$ cat src/rtl/run_ctrl.sv
// rtl/run_ctrl.sv - program-run controller and fetch sequencer (optional watchdog: RUN_CTRL_WATCHDOG_EN)
module run_ctrl #(
    parameter int D     = 12,
    parameter int NPROG = 3,
    parameter int SW    = 2,
    parameter int CW    = 16,
    parameter int TMO   = 4000
) (
    input  logic               clk,
    input  logic               reset,
    input  logic               req,
    input  logic [SW-1:0]      prog_sel,
    input  logic [NPROG*D-1:0] start_tbl,
    input  logic               halt,
    input  logic               absjump_en,
    input  logic               reljump_en,
    input  logic [D-1:0]       target,
    input  logic               stall,
    output logic [D-1:0]       prog_ctr,
    output logic               run,
    output logic               busy,
    output logic               done,
    output logic               bad_sel,
    output logic [CW-1:0]      cycles,
    output logic               timeout
);

    typedef enum logic [1:0] {IDLE, LOAD, RUN, DONE} state_t;

    localparam logic [SW:0] NPROG_W = (SW+1)'(NPROG);

    if (NPROG < 1 || (1 << SW) < NPROG || TMO < 1) begin : g_bad_params
        $error("run_ctrl: inconsistent parameters");
    end

    state_t        state;
    logic [SW-1:0] sel;
    logic [D-1:0]  entry;
    logic          sel_oob;

    assign sel_oob = ({1'b0, prog_sel} >= NPROG_W);

    always_comb begin
        entry = '0;
        for (int i = 0; i < NPROG; i++) begin
            if (sel == SW'(i)) entry = start_tbl[i*D +: D];
        end
    end

`ifdef RUN_CTRL_WATCHDOG_EN
    localparam logic [CW-1:0] TMO_LAST = CW'(TMO - 1);
    logic timeout_q;
    assign timeout = timeout_q;
`else
    assign timeout = 1'b0;
`endif

    always_ff @(posedge clk or negedge reset) begin
        if (!reset) begin
            state    <= IDLE;
            sel      <= '0;
            prog_ctr <= '0;
            run      <= 1'b0;
            busy     <= 1'b0;
            done     <= 1'b0;
            bad_sel  <= 1'b0;
            cycles   <= '0;
`ifdef RUN_CTRL_WATCHDOG_EN
            timeout_q <= 1'b0;
`endif
        end else begin
            case (state)
                IDLE: begin
                    if (req) begin
                        state   <= LOAD;
                        busy    <= 1'b1;
                        sel     <= sel_oob ? '0 : prog_sel;
                        bad_sel <= sel_oob;
                    end
                end
                LOAD: begin
                    prog_ctr <= entry;
                    cycles   <= '0;
                    run      <= 1'b1;
                    state    <= RUN;
`ifdef RUN_CTRL_WATCHDOG_EN
                    timeout_q <= 1'b0;
`endif
                end
                RUN: begin
                    // The halting edge is still a RUN cycle, so it is counted too.
                    if (cycles != '1) cycles <= cycles + 1'b1;
                    if (halt) begin
                        state <= DONE;
                        run   <= 1'b0;
                        done  <= 1'b1;
`ifdef RUN_CTRL_WATCHDOG_EN
                    end else if (cycles == TMO_LAST) begin
                        state     <= DONE;
                        run       <= 1'b0;
                        done      <= 1'b1;
                        timeout_q <= 1'b1;
`endif
                    end else if (stall) begin
                        prog_ctr <= prog_ctr;
                    end else if (absjump_en) begin
                        prog_ctr <= target;
                    end else if (reljump_en) begin
                        prog_ctr <= prog_ctr + target;
                    end else begin
                        prog_ctr <= prog_ctr + 1'b1;
                    end
                end
                DONE: begin
                    // No auto-restart: req must drop before another run is accepted.
                    if (!req) begin
                        state <= IDLE;
                        done  <= 1'b0;
                        busy  <= 1'b0;
                    end
                end
                default: state <= IDLE;
            endcase
        end
    end

endmodule

$ cat config.mk
export PLATFORM = sky130hd
export DESIGN_NAME = run_ctrl
export DESIGN_NICKNAME = d
export VERILOG_FILES = /design/src/rtl/run_ctrl.sv
export SDC_FILE = /design/constraint.sdc
export NUM_CORES = 1
export LEC_CHECK = 0
export BUFFER_PORTS_ARGS = -buffer_cell sky130_fd_sc_hd__buf_2
export CORE_AREA = 2 2 94 96
export DETAILED_ROUTE_END_ITERATION = 6
export DIE_AREA = 0 0 96 98
export SLEW_MARGIN = 20
export SYNTH_ARGS = -nofsm -noshare
export SYNTH_HDL_FRONTEND = slang
export SYNTH_SLANG_ARGS = --single-unit
$ cat constraint.sdc
create_clock -name clk -period 5.15 [get_ports clk]
set_clock_uncertainty 0.2 [all_clocks]
set_input_delay 0.515 -clock clk [delete_from_list [all_inputs] [get_ports clk]]
set_output_delay 0.515 -clock clk [all_outputs]
set_load 0.03 [all_outputs]
[Yosys cells after proc, flatten, opt, wreduce, memory -nomap -nowiden]
Cells that the tools add are included.
Word-level totals
  register bits: 36
  bits of input ports: 57
  output and inout port bits: 33
  word-level logic and storage cells: 58
Operators by class
  add/sub/neg operators: 3
  magnitude comparators: 1
  eq/ne operators: 12
  mux-type cells: 22
  reduce and logical (&&, ||, !) cells: 12
Operators with widths (count)
  2-to-1 mux 12 bit: 7
  one-hot mux 16 bit (2 select lines): 1
  one-hot mux 12 bit (2 select lines): 1
  adder 16 x 1 -> 16 bit, second input constant: 1
  2-to-1 mux 16 bit: 1
  != test 16 bit, second input constant: 1
  adder 12 x 1 -> 12 bit, second input constant: 1
  adder 12 bit: 1
  != test 2 bit, second input constant: 6
  AND reduction 3 bit: 4
  2-to-1 mux 2 bit: 4
  one-hot mux 2 bit (4 select lines): 1
  == test 2 bit, second input constant: 3
  one-hot mux 1 bit (2 select lines): 3
  AND reduction 2 bit: 3
  nonzero test 2 bit: 3
  == test 2 x 1 -> 1 bit, second input constant: 2
  zero test 2 bit: 2
  2-to-1 mux 1 bit: 4
  greater-or-equal comparator 2 bit, second input constant: 1

[Logic depth before layout (Yosys ltp)]
  depth in word-level cells: 6
  gate-level depth with buffers: 10

[Worst setup path after synthesis]
No wires, ideal clock.
  path type: input port to flip-flop
  start point: input reljump_en
  end point: register prog_ctr[7]
  setup time: 64 ps
  arrival: 2283 ps
  slack: 2603 ps
  cell stages on the path: 9
  path buffers: 1
  cell sequence: clkbuf_1 > and2_1 > ha_1 > a21o_1 > or3_1 > o21ai_2 > a21oi_1 > a2111oi_2 > a21o_1
On the way
  longest elaborated chain between the ends: 5
RTL lines
  start: declaration: line 16  | input logic reljump_en,
  2-to-1 mux 12 bit: line 108  | end else if (reljump_en) begin
  2-to-1 mux 12 bit: line 106  | end else if (absjump_en) begin
  2-to-1 mux 12 bit: line 104  | end else if (stall) begin
  2-to-1 mux 12 bit: line 93  | if (halt) begin
  one-hot mux 12 bit (2 select lines): line 72  | case (state)
  end signal: assignment: line 105  | prog_ctr <= prog_ctr;
  end signal: assignment: line 107  | prog_ctr <= target;
  end signal: assignment: line 109  | prog_ctr <= prog_ctr + target;
  end: declaration: line 19  | output logic [D-1:0] prog_ctr,
Every way passes these cells. The select of a mux whose other input is x is not followed.
A chain may end at the register's enable or synchronous reset.

[Worst setup path in the final report]
  start point: register state[0]
  end point: register prog_ctr[11]
On the way
  longest elaborated chain between the ends: 3
  elaborated cells on any way between the ends: 7
  those cells by class: eq/ne: 4; mux: 1; reduce/logical: 2
RTL lines
  start: declaration: line 36  | state_t state;
  start signal: assignment: line 60  | state <= IDLE;
  start signal: assignment: line 75  | state <= LOAD;
  start signal: assignment: line 85  | state <= RUN;
  == test 2 bit / == test 2 x 1 -> 1 bit (equally long branches): line 72
  != test 2 bit (no source line) / nonzero test 2 bit (equally long branches)
  AND reduction 3 bit (no source line)
  end signal: assignment: line 82  | prog_ctr <= entry;
  end signal: assignment: line 105
  end signal: assignment: line 107
Parallel ways exist; a longest one is shown, timed or not.

==> qor.yml <==
run_status:
  outcome: "finished, final reports clean"
drt:
  drt_iter0_drc: 159
  viasPerCell: 5.26
  drc: 0
  ant_nets: 0
  routedWlPerCell_um: 14.7
  drtPass1Iterations: 4
  routed_wirelength_mm: 7.96
  num_vias: 2844
clocking:
  clock_latency_ps: 290
  cts.hold.buffers_added: 0
  cts_sinks: 36
  clockBufferDepth: 2
  cts-resized-gates: 0
  cts_tree: "done"
  path_clk_slew_ps: 80
  root_buffer: "clkbuf_8"
  cts_htree_levels: 2
  numCtsBuffers: 5
  cts_setup_buffers: 0
critical_path:
  crit_path_start_kind: "register"
  worstSetupEndpointType: "register"
  cp_data_arrival_time_ps: 2780
  cp_slowest_stage_delay_ps: 450
  crit_chain: "inv_1 -> ha_1 -> buf_4 -> inv_1 -> nand2_1 -> o21ai_1 -> o211ai_1 -> o21ai_0"
  required_ps: 5150
  crit_slowest_cell: "inv_1"
  crit_family: "compound AO/OA/AOI/OAI gates"
  path_class: "register to register"
  path_buf_inv: 3
  worst-path-max-fanout: 26
  crit_top_cell: "inv_1"
grt:
  grt_pass1_vias: 2628
  grt_max_degree: 37
  antenna_found_initial: 1
  grt_pass1_wl_mm: 13.1
  overflow: 0
  track_usage: 0.175
sta:
  worstMarginPinSlew_ps: 857
  min_period_ps: 2770
  rsz0062_at_grt: "no"
  slew_headroom: 0.429
  timing.fmax_mhz: 361
  fin_tns_setup_ps: 0
  hold_viol: 0
  setup_viol: 0
  slew_viol_final: 0
  post-route-period-util: 0.539
logic_synthesis:
  ys.flop_type: "dfrtp_1"
  synth_top_cell_by_area: "dfrtp_1"
  synth_top_area_share: 0.317
  netlist_area_um2: 2840
  ys_warn_count: 0
  netlist_instances: 350
  ys_seq_area_frac: 0.317
  yosys-top-cells-area: "dfrtp_1, ha_1, mux2i_1, nand2_1, o21ai_0"
  synth-edff-count: 0
  ys_async_sr_fraction: 1.00
  synth.distinct_cells: 53
  ys_seq_elements: 36
  syn-num-nets: 424
  avgSynthCellArea_um2: 8.11
layout:
  drive_gt1_frac: 0.250
  fin_area_um2: 3480
  finalNetCount: 505
  synthToLayoutAreaGrowth_pct: 22.5
worst_hold_path:
  worstHoldPathType: "input port to async pin"
place:
  placed_area_um2: 3370
  io_buffers: 88
  hpwl_mm: 6.16
  gp_congestion: 0.833
job:
  maxCapViolCount: 0
floorplan:
  dieArea_um2: 9410
  die_h_um: 98
  fp-row-count: 34
  start_util: 0.336
  ios: 90
  core_area_um2: 8470
  fp.dieW_um: 96
pwr:
  powerDensity_nw_per_um2: 513
  total_leakage_power_nw: 1.68
  ir_worst_vdd_v: 0.000202
## logic make-up after synthesis
group                    Yosys count  share of synthesized area
AO/OA/AOI/OAI                     98                      0.215
XOR/XNOR                          16                     0.0493
buffers and inverters             29                     0.0414
flip-flops                        36                      0.317
AND/OR/NAND/NOR                  133                      0.227
multiplexers                      20                     0.0709
other                              1                    0.00132
adder cells (fa/ha/maj)           17                     0.0775
## power by group
part,internal [W],switching [W],total (W)
Clock,0.000143,0.000108,0.000252
Sequential,0.000374,0.000110,0.000483
Combinational,0.000384,0.000665,0.00105
Total,0.000901,0.000884,0.00178
## metrics by stage
stage                     setup WS (ps)  hold WS (ps)  power [W]  utilization  instances
after floorplan                    2600          19.4    0.00124            -        350
after CTS                          2360           165    0.00179        0.411        540
after global placement             2340           275    0.00150        0.396        531
after detailed placement           2300           274    0.00153        0.398        532
after global routing               2100           202    0.00194        0.411        541
final                              2380           136    0.00178        0.411        541
## worst register-to-register path, cell delays in order (launching register included)
cell and delay, ps:
dfrtp_1 380, inv_1 80, ha_1 320, buf_4 270, inv_1 450, nand2_1 180, o21ai_1 430, o211ai_1 160
o21ai_0 220
## area by class of cell
cell class / instances / area [µm²]
Fill cell: 902 / 4990
Multi-Input combinational cell: 285 / 1820
Sequential cell: 36 / 901
Timing Repair Buffer: 90 / 459
Tap cell: 108 / 135
Clock buffer: 5 / 68.8
Inverter: 13 / 48.8
Clock inverter: 3 / 42.5
Antenna cell: 1 / 2.50
## flip-flops by register name (all words and copies together) (netlist names)
signal / flops
done: 1
sel: 2
bad_sel: 1
busy: 1
prog_ctr: 12
cycles: 16
state: 2
run: 1
## cells in the final DEF, fill, tap and decap left out, types with 8 or more instances in the layout
| master | synthesis | layout |
|---|---|---|
| nor2_1 | 35 | 35 |
| buf_2 | 4 | 88 |
| xnor2_1 | 9 | 9 |
| ha_1 | 16 | 16 |
| nand2_1 | 48 | 48 |
| a21oi_1 | 24 | 24 |
| o21ai_0 | 28 | 28 |
| dfrtp_1 | 36 | 36 |
| and2_1 | 10 | 10 |
| mux2i_1 | 19 | 19 |
| nand2b_1 | 8 | 8 |
| inv_1 | 13 | 13 |
## cell usage after synthesis, types with 2 or more instances
cell type and instances:
ha_1 16, and3_1 4, nand3_1 7, buf_2 4, a221oi_1 2, o22ai_1 7
a21oi_1 24, a211oi_1 6, o31ai_1 2, nor4_1 3, nand2_1 48, o211ai_1 5
a21o_1 4, xnor2_1 9, o21ai_0 28, a31oi_1 4, buf_1 2, clkbuf_1 9
inv_1 13, and2_1 10, mux2i_1 19, nand4_1 2, nand2b_1 8, o21bai_1 2
nand3_2 2, a22oi_1 3, dfrtp_1 36, nor2_1 35, nor3_1 4, o311ai_0 3
xor2_1 7
## layer usage
layer | GRT usage | vias up | wire length (µm)
met2 | 0.268 | 88 | 3810
met3 | 0.0278 | 11 | 472
li1 | - | 1415 | -
met5 | 0 | - | 0
met4 | 0.0473 | 0 | 106
met1 | 0.256 | 1330 | 3570
## path summary, 6_finish.rpt
kind                                  start  slack [ps]  cells past startpoint           end
worst max-delay path               state[0]        2380                      8  prog_ctr[11]
worst min-delay path                  reset         140                      1      state[1]
worst max register to register     state[0]        2380                      8  prog_ctr[11]
worst min register to register      bad_sel         290                      2       bad_sel
max in group asynchronous             reset        4080                      1     cycles[2]
min in group clk                prog_sel[1]         280                      3       bad_sel
No activity file was read; power rests on OpenSTA's default activity.
